$ cat src/rtl/video_mode_ctrl.sv
// Video mode selector. Two raw pushbuttons are synchronized and debounced.
// Each press advances a staged 2-bit code. Staged codes reach the outputs only at a frame boundary.
module video_mode_ctrl #(
  parameter int unsigned DEBOUNCE_CYCLES = 742500,
  parameter logic [1:0]  BG_RESET        = 2'b00,
  parameter logic [1:0]  TARGET_RESET    = 2'b00
) (
  input  logic       clk_in,
  input  logic       rst_in,
  input  logic       btn_bg_in,
  input  logic       btn_target_in,
  input  logic       new_frame_in,
  input  logic       lock_in,
  output logic [1:0] bg_out,
  output logic [1:0] target_out,
  output logic       pending_out,
  output logic       mode_change_out
);

  localparam int unsigned     CNT_W   = $clog2(DEBOUNCE_CYCLES);
  localparam logic [CNT_W-1:0] CNT_MAX = CNT_W'(DEBOUNCE_CYCLES - 1);

  // Index 0 is the background button and index 1 is the overlay button.
  logic [1:0]       sync1_q, sync2_q;
  logic [1:0]       stable_q, stable_d;
  logic [CNT_W-1:0] cnt_q [2];
  logic [CNT_W-1:0] cnt_d [2];
  logic [1:0]       press;

  logic [1:0] stg_bg_q, stg_bg_d, stg_tg_q, stg_tg_d;
  logic [1:0] bg_q, bg_d, tg_q, tg_d;
  logic       pend_q, pend_d, mc_q, mc_d;

  always_ff @(posedge clk_in) begin
    if (rst_in) begin
      sync1_q  <= '0;
      sync2_q  <= '0;
      stable_q <= '0;
      cnt_q[0] <= '0;
      cnt_q[1] <= '0;
    end else begin
      sync1_q  <= {btn_target_in, btn_bg_in};
      sync2_q  <= sync1_q;
      stable_q <= stable_d;
      cnt_q[0] <= cnt_d[0];
      cnt_q[1] <= cnt_d[1];
    end
  end

  // A press is the same edge on which the stable value rises.
  always_comb begin
    stable_d = stable_q;
    press    = '0;
    cnt_d[0] = cnt_q[0];
    cnt_d[1] = cnt_q[1];
    for (int unsigned i = 0; i < 2; i++) begin
      if (sync2_q[i] == stable_q[i]) begin
        cnt_d[i] = '0;
      end else if (cnt_q[i] == CNT_MAX) begin
        stable_d[i] = sync2_q[i];
        cnt_d[i]    = '0;
        press[i]    = sync2_q[i];
      end else begin
        cnt_d[i] = cnt_q[i] + CNT_W'(1);
      end
    end
  end

  always_comb begin
    stg_bg_d = stg_bg_q + {1'b0, press[0] & ~lock_in};
    stg_tg_d = stg_tg_q + {1'b0, press[1] & ~lock_in};
    bg_d     = new_frame_in ? stg_bg_q : bg_q;
    tg_d     = new_frame_in ? stg_tg_q : tg_q;
    pend_d   = (stg_bg_d != bg_d) || (stg_tg_d != tg_d);
    mc_d     = new_frame_in && ((stg_bg_q != bg_q) || (stg_tg_q != tg_q));
  end

  always_ff @(posedge clk_in) begin
    if (rst_in) begin
      stg_bg_q <= BG_RESET;
      stg_tg_q <= TARGET_RESET;
      bg_q     <= BG_RESET;
      tg_q     <= TARGET_RESET;
      pend_q   <= 1'b0;
      mc_q     <= 1'b0;
    end else begin
      stg_bg_q <= stg_bg_d;
      stg_tg_q <= stg_tg_d;
      bg_q     <= bg_d;
      tg_q     <= tg_d;
      pend_q   <= pend_d;
      mc_q     <= mc_d;
    end
  end

  assign bg_out          = bg_q;
  assign target_out      = tg_q;
  assign pending_out     = pend_q;
  assign mode_change_out = mc_q;

endmodule

$ cat config.mk
export PLATFORM = sky130hd
export DESIGN_NAME = video_mode_ctrl
export DESIGN_NICKNAME = d
export VERILOG_FILES = /design/src/rtl/video_mode_ctrl.sv
export SDC_FILE = /design/constraint.sdc
export NUM_CORES = 1
export LEC_CHECK = 0
export BUFFER_PORTS_ARGS = -buffer_cell sky130_fd_sc_hd__buf_2
export CAP_MARGIN = 20
export CORE_MARGIN = 5
export CORE_UTILIZATION = 35
export CTS_CLUSTER_DIAMETER = 200
export DETAILED_ROUTE_END_ITERATION = 12
export GPL_ROUTABILITY_DRIVEN = 1
export PLACE_DENSITY = 0.49
export SLEW_MARGIN = 20
export SYNTH_ARGS = -nofsm -noshare
export SYNTH_HDL_FRONTEND = slang
export SYNTH_SLANG_ARGS = --single-unit
$ cat constraint.sdc
create_clock -name clk_in -period 6 [get_ports clk_in]
set_input_delay 0.3 -clock clk_in [delete_from_list [all_inputs] [get_ports clk_in]]
set_output_delay 0.3 -clock clk_in [all_outputs]
set_load 0.005 [all_outputs]
Yosys cells after proc, flatten, opt, wreduce, memory -nomap -nowiden
Memories as Yosys holds them, arrays and structs flattened. Cells that the tools add are included.

Reductions and logical operators: 5. Equality and inequality tests: 8. Multiplexer cells: 15. Bitwise gates (word level): 7. Add/subtract/negate cells: 4.

Operator list (count): two-way mux 20 bit (6); adder 20 x 1 -> 20 bit (second input constant) (2); equality test 20 bit (second input constant) (2); inequality test 2 bit (4); two-way mux 1 bit (7); adder 2 x 1 -> 2 bit (2); two-way mux 2 bit (2); AND reduction 2 bit (2); inverter 1 bit (3); bitwise AND 1 bit (2); equality test 1 bit (2); logical OR 1 bit (2); OR 1 bit (2); logical AND 1 bit (1).

Word-level logic and storage cells: 50. Output and inout bits: 6. Register bits: 16. Bits of input ports: 6. Memories kept: 1. RAM bits: 40.

Memory list: cnt_q (depth 2, width 20, read ports 2, clocked after memory_dff 0, wr ports 2, line 26) `logic [CNT_W-1:0] cnt_q [2];`.

Longest topological paths before layout
Word-level depth: 7. Mapped depth: 7. Mapped depth without buffers: 7.

Worst setup path after synthesis
No wires, ideal clock.

Kind: flip-flop to flip-flop. Start point: memory cnt_q[0][24] (netlist bit). End point: register pend_q, in the netlist pending_out. Setup slack: 3.712 ns. Arrival time: 2.151 ns. Library setup time: 0.137 ns. Path buffers: 0. Period minus slack after synthesis: 2.288 ns. Stages on the path, launching flop included: 7. Data required time: 5.863 ns. Path through: dfxtp_1 -> or4_1 -> or4_1 -> nor4_1 -> ha_1 -> xor2_1 -> a41oi_1.

RTL lines: from (decl) (line 26); to (signal assigned) (line 91) `pend_q <= pend_d;`; to (decl) (line 32) `logic pend_q, pend_d, mc_q, mc_d;`.

==> flow_metrics.py <==
metrics = {
    "clocking": {
        "htree_levels": 2,
        "cts_resized": 0,
        "cts_post_setup_buffers_inserted": 0,
        "cts_max_path_buffers": 2,
        "clock_latency_ns": 0.31,
        "clk_pin_slew_worst_paths_ns": 0.11,
        "cts-root-buf": "clkbuf_8",
        "cts_tree": "done",
        "cts_made_buffers": 5,
        "cts-hold-fix-buffers": 0,
        "cts_sinks": 56,
    },
    "sta": {
        "period_share_pct": 40.7,
        "rsz0062_at_grt": "no",
        "slew-limit-headroom_pct": 74.7,
        "clock_skew_ns": 0.0124,
        "fmax_mhz": 410,
        "hold_violations": 0,
        "tightest_slew_ns": 0.377,
        "holdWs_ns": 0.188,
        "slew_violations": 0,
        "finalWorstSetupSlack_ns": 3.56,
        "period_needed_ns": 2.44,
        "setup_violations": 0,
        "tns_ns": 0,
    },
    "worst_hold_path": {
        "min_path_type": "primary input to register",
    },
    "final_layout": {
        "syn2layout_area_growth_pct": 9.76,
        "multiInputGateArea_mm2": 0.00132,
        "fin_cells": 395,
        "fill_cells": 746,
        "seq_area_mm2": 0.00112,
        "num_antenna_cells": 0,
        "drive_gt1_share_pct": 9.80,
        "nets": 305,
    },
    "grt": {
        "overflow": 0,
        "grt_pass1_wl_mm": 8.14,
        "grt_pass1_vias": 1781,
        "gr-usage-all-layers_pct": 11.2,
        "grt_max_degree": 21,
        "antenna_found_initial": 0,
    },
    "worst_setup_path": {
        "cpPeakStageDelay_ns": 0.58,
        "critPathLaunchType": "register",
        "cp_top_family": "simple AND/OR/NAND/NOR gates",
        "cp.required_ns": 6.23,
        "critPathCaptureType": "register",
        "critical_path_class": "register to register",
        "worstPathCellList": "or4_1 -> or4_1 -> nor4_1 -> ha_1 -> xor2_1 -> a41oi_1",
        "crit_arrival_ns": 2.68,
        "slowest_stage": "or4_1",
        "crit_top_cell": "or4_1",
        "cp_max_fo": 4,
        "path_buf_inv": 0,
    },
    "run": {
        "drv_cap": 0,
    },
    "yosys": {
        "synth_area_mm2": 0.00252,
        "ys_seq_area_share_pct": 44.4,
        "synth_cell_type_count": 40,
        "synth_top_area_share_pct": 44.4,
        "synth_area_leaders": "dfxtp_1 (44%), xnor2_1 (8.0%), nor2_1 (5.8%)",
        "syn_nets": 294,
        "yosys_warnings": 0,
        "syn_inst": 284,
        "synth-seq-cells": 56,
        "yosys.area.top_type": "dfxtp_1",
        "syn_avg_cell_area_um2": 8.89,
    },
    "floorplanning": {
        "fp.dieH_um": 94.9,
        "core_mm2": 0.00714,
        "fp.dieArea_mm2": 0.00901,
        "pin_count": 12,
        "start_util_pct": 35.4,
        "rows": 31,
        "die_w_um": 94.9,
    },
    "place": {
        "dpl.hpwl_mm": 3.23,
        "gp_congestion": 0.729,
        "place_ws_ns": 3.57,
        "place_inst": 387,
        "io_buffers": 11,
    },
    "power": {
        "p_leak_nw": 0.823,
        "power.total_uw": 594,
        "p_per_area_mw_per_mm2": 214,
        "ir_drop_mv": 0.110,
    },
    "detailed_routing": {
        "num_vias": 1928,
        "finalWirelength_mm": 4.62,
        "antenna_left": 0,
        "wire_per_inst_um": 11.7,
        "drt_iter0_markers": 86,
        "first_pass_iters": 4,
        "viasPerCell": 4.88,
        "drc": 0,
    },
    "status": {
        "status": "finished, final reports clean",
    },
}
==> cells in the final DEF, fill, tap and decap left out, types with 2 or more instances in the layout <==
cell type   synthesis  routed
or4_4               2       2
nor4_1              8       8
xor2_1             12      12
a41oi_1             2       2
o31ai_1             4       4
and3_1              2       2
inv_1              11      11
nand4_1            12      12
or4_1               5       5
dfxtp_1            56      56
a21oi_1            12      12
a21oi_2             2       2
nor3_1              9       9
nand3_1            13      13
clkinvlp_4          0       2
or3_1               8       8
nor4bb_1            2       2
buf_2               2      11
nand2_1            11      11
o21ai_0             5       5
o21ai_1             3       3
nor2b_1             6       6
clkbuf_8            0       5
and4_1              2       2
ha_1                4       4
buf_4               1       2
nand2b_1            6       6
mux2i_1             4       4
xnor2_1            23      23
or2_1               2       2
nor2_1             39      39
==> sequential cells by signal (all words and copies together), names as in the netlist <==
name             flops
cnt_q               40
bg_out               2
stable_q             2
stg_bg_q             2
stg_tg_q             2
sync1_q              2
sync2_q              2
target_out           2
mode_change_out      1
pending_out          1
==> metrics by stage <==
stage / area [µm²] / util (%)
after floorplan: 2520 / -
after CTS: 2770 / 38.8
final: 2770 / 38.8
after global routing: 2770 / 38.8
after global placement: 2680 / 37.5
after detailed placement: 2680 / 37.5
==> kinds of logic after synthesis <==
family | after synthesis | synth area share (%)
AOI/OAI and AO/OA | 32 | 7.93
buffers and inverters | 20 | 3.22
DFF | 56 | 44.4
and+or+nand+nor | 133 | 28.7
xor gates and xnor gates | 35 | 12.1
adders and majority gates | 4 | 1.98
muxes | 4 | 1.59
==> per-layer routing <==
metal  wire (µm)  vias up  track usage (%)  part of all wire (%)
li1            -     1012                -                     -
met1        2290      889             14.9                    50
met2        2120       23             17.6                    46
met3         157        4             3.03                   3.4
met4          53        0             3.97                   1.1
met5           0        -                0                     0
==> area by class of cell <==
class,instances,share of cell area (%)
clock buffers,5,2.48
flip-flops and latches,56,40.5
multi-input cells,208,47.7
repair buffers,13,2.53
well taps,99,4.47
inverters,11,1.49
clock inverters,3,0.858
==> cell usage after synthesis <==
| library cell | n |
|---|---|
| nand4_1 | 12 |
| xor2_1 | 12 |
| xnor2_1 | 23 |
| a31o_2 | 1 |
| nor2b_1 | 6 |
| nand3b_1 | 1 |
| and4_1 | 2 |
| o31ai_1 | 4 |
| or3b_2 | 1 |
| and3_1 | 2 |
| o21ai_1 | 3 |
| o21a_1 | 1 |
| nor2_1 | 39 |
| nand2_1 | 11 |
| ha_1 | 4 |
| dfxtp_1 | 56 |
| nor4b_1 | 1 |
| mux2i_1 | 4 |
| nor4bb_1 | 2 |
| inv_1 | 11 |
| buf_2 | 2 |
| o41ai_1 | 1 |
| o21ba_1 | 1 |
| clkbuf_1 | 6 |
| or4_4 | 2 |
| or3_1 | 8 |
| o21ai_0 | 5 |
| buf_4 | 1 |
| a41oi_1 | 2 |
| a21oi_1 | 12 |
| nand2_2 | 1 |
| nand2b_1 | 6 |
| nand3_4 | 1 |
| and2_1 | 1 |
| or2_1 | 2 |
| nand3_1 | 13 |
| nor4_1 | 8 |
| or4_1 | 5 |
| a21oi_2 | 2 |
| nor3_1 | 9 |
==> final timing paths <==
kind,to,cells after the start,from,slack [ns]
worst max-delay path,pending_out,6,cnt_q[0][24],3.56
worst min register to register,sync2_q[0],1,sync1_q[0],0.45
worst max register to register,pending_out,6,cnt_q[0][24],3.56
worst min-delay path,sync1_q[0],2,btn_bg_in,0.19
==> where the power goes <==
part	internal, mW	switching [mW]	leakage [nW]
logic	0.00383	0.00633	0.331
registers	0.373	0.000792	0.452
clock network	0.0830	0.127	0.0404
total	0.460	0.134	0.823
Note: power is estimated with default switching activity, not from simulation.
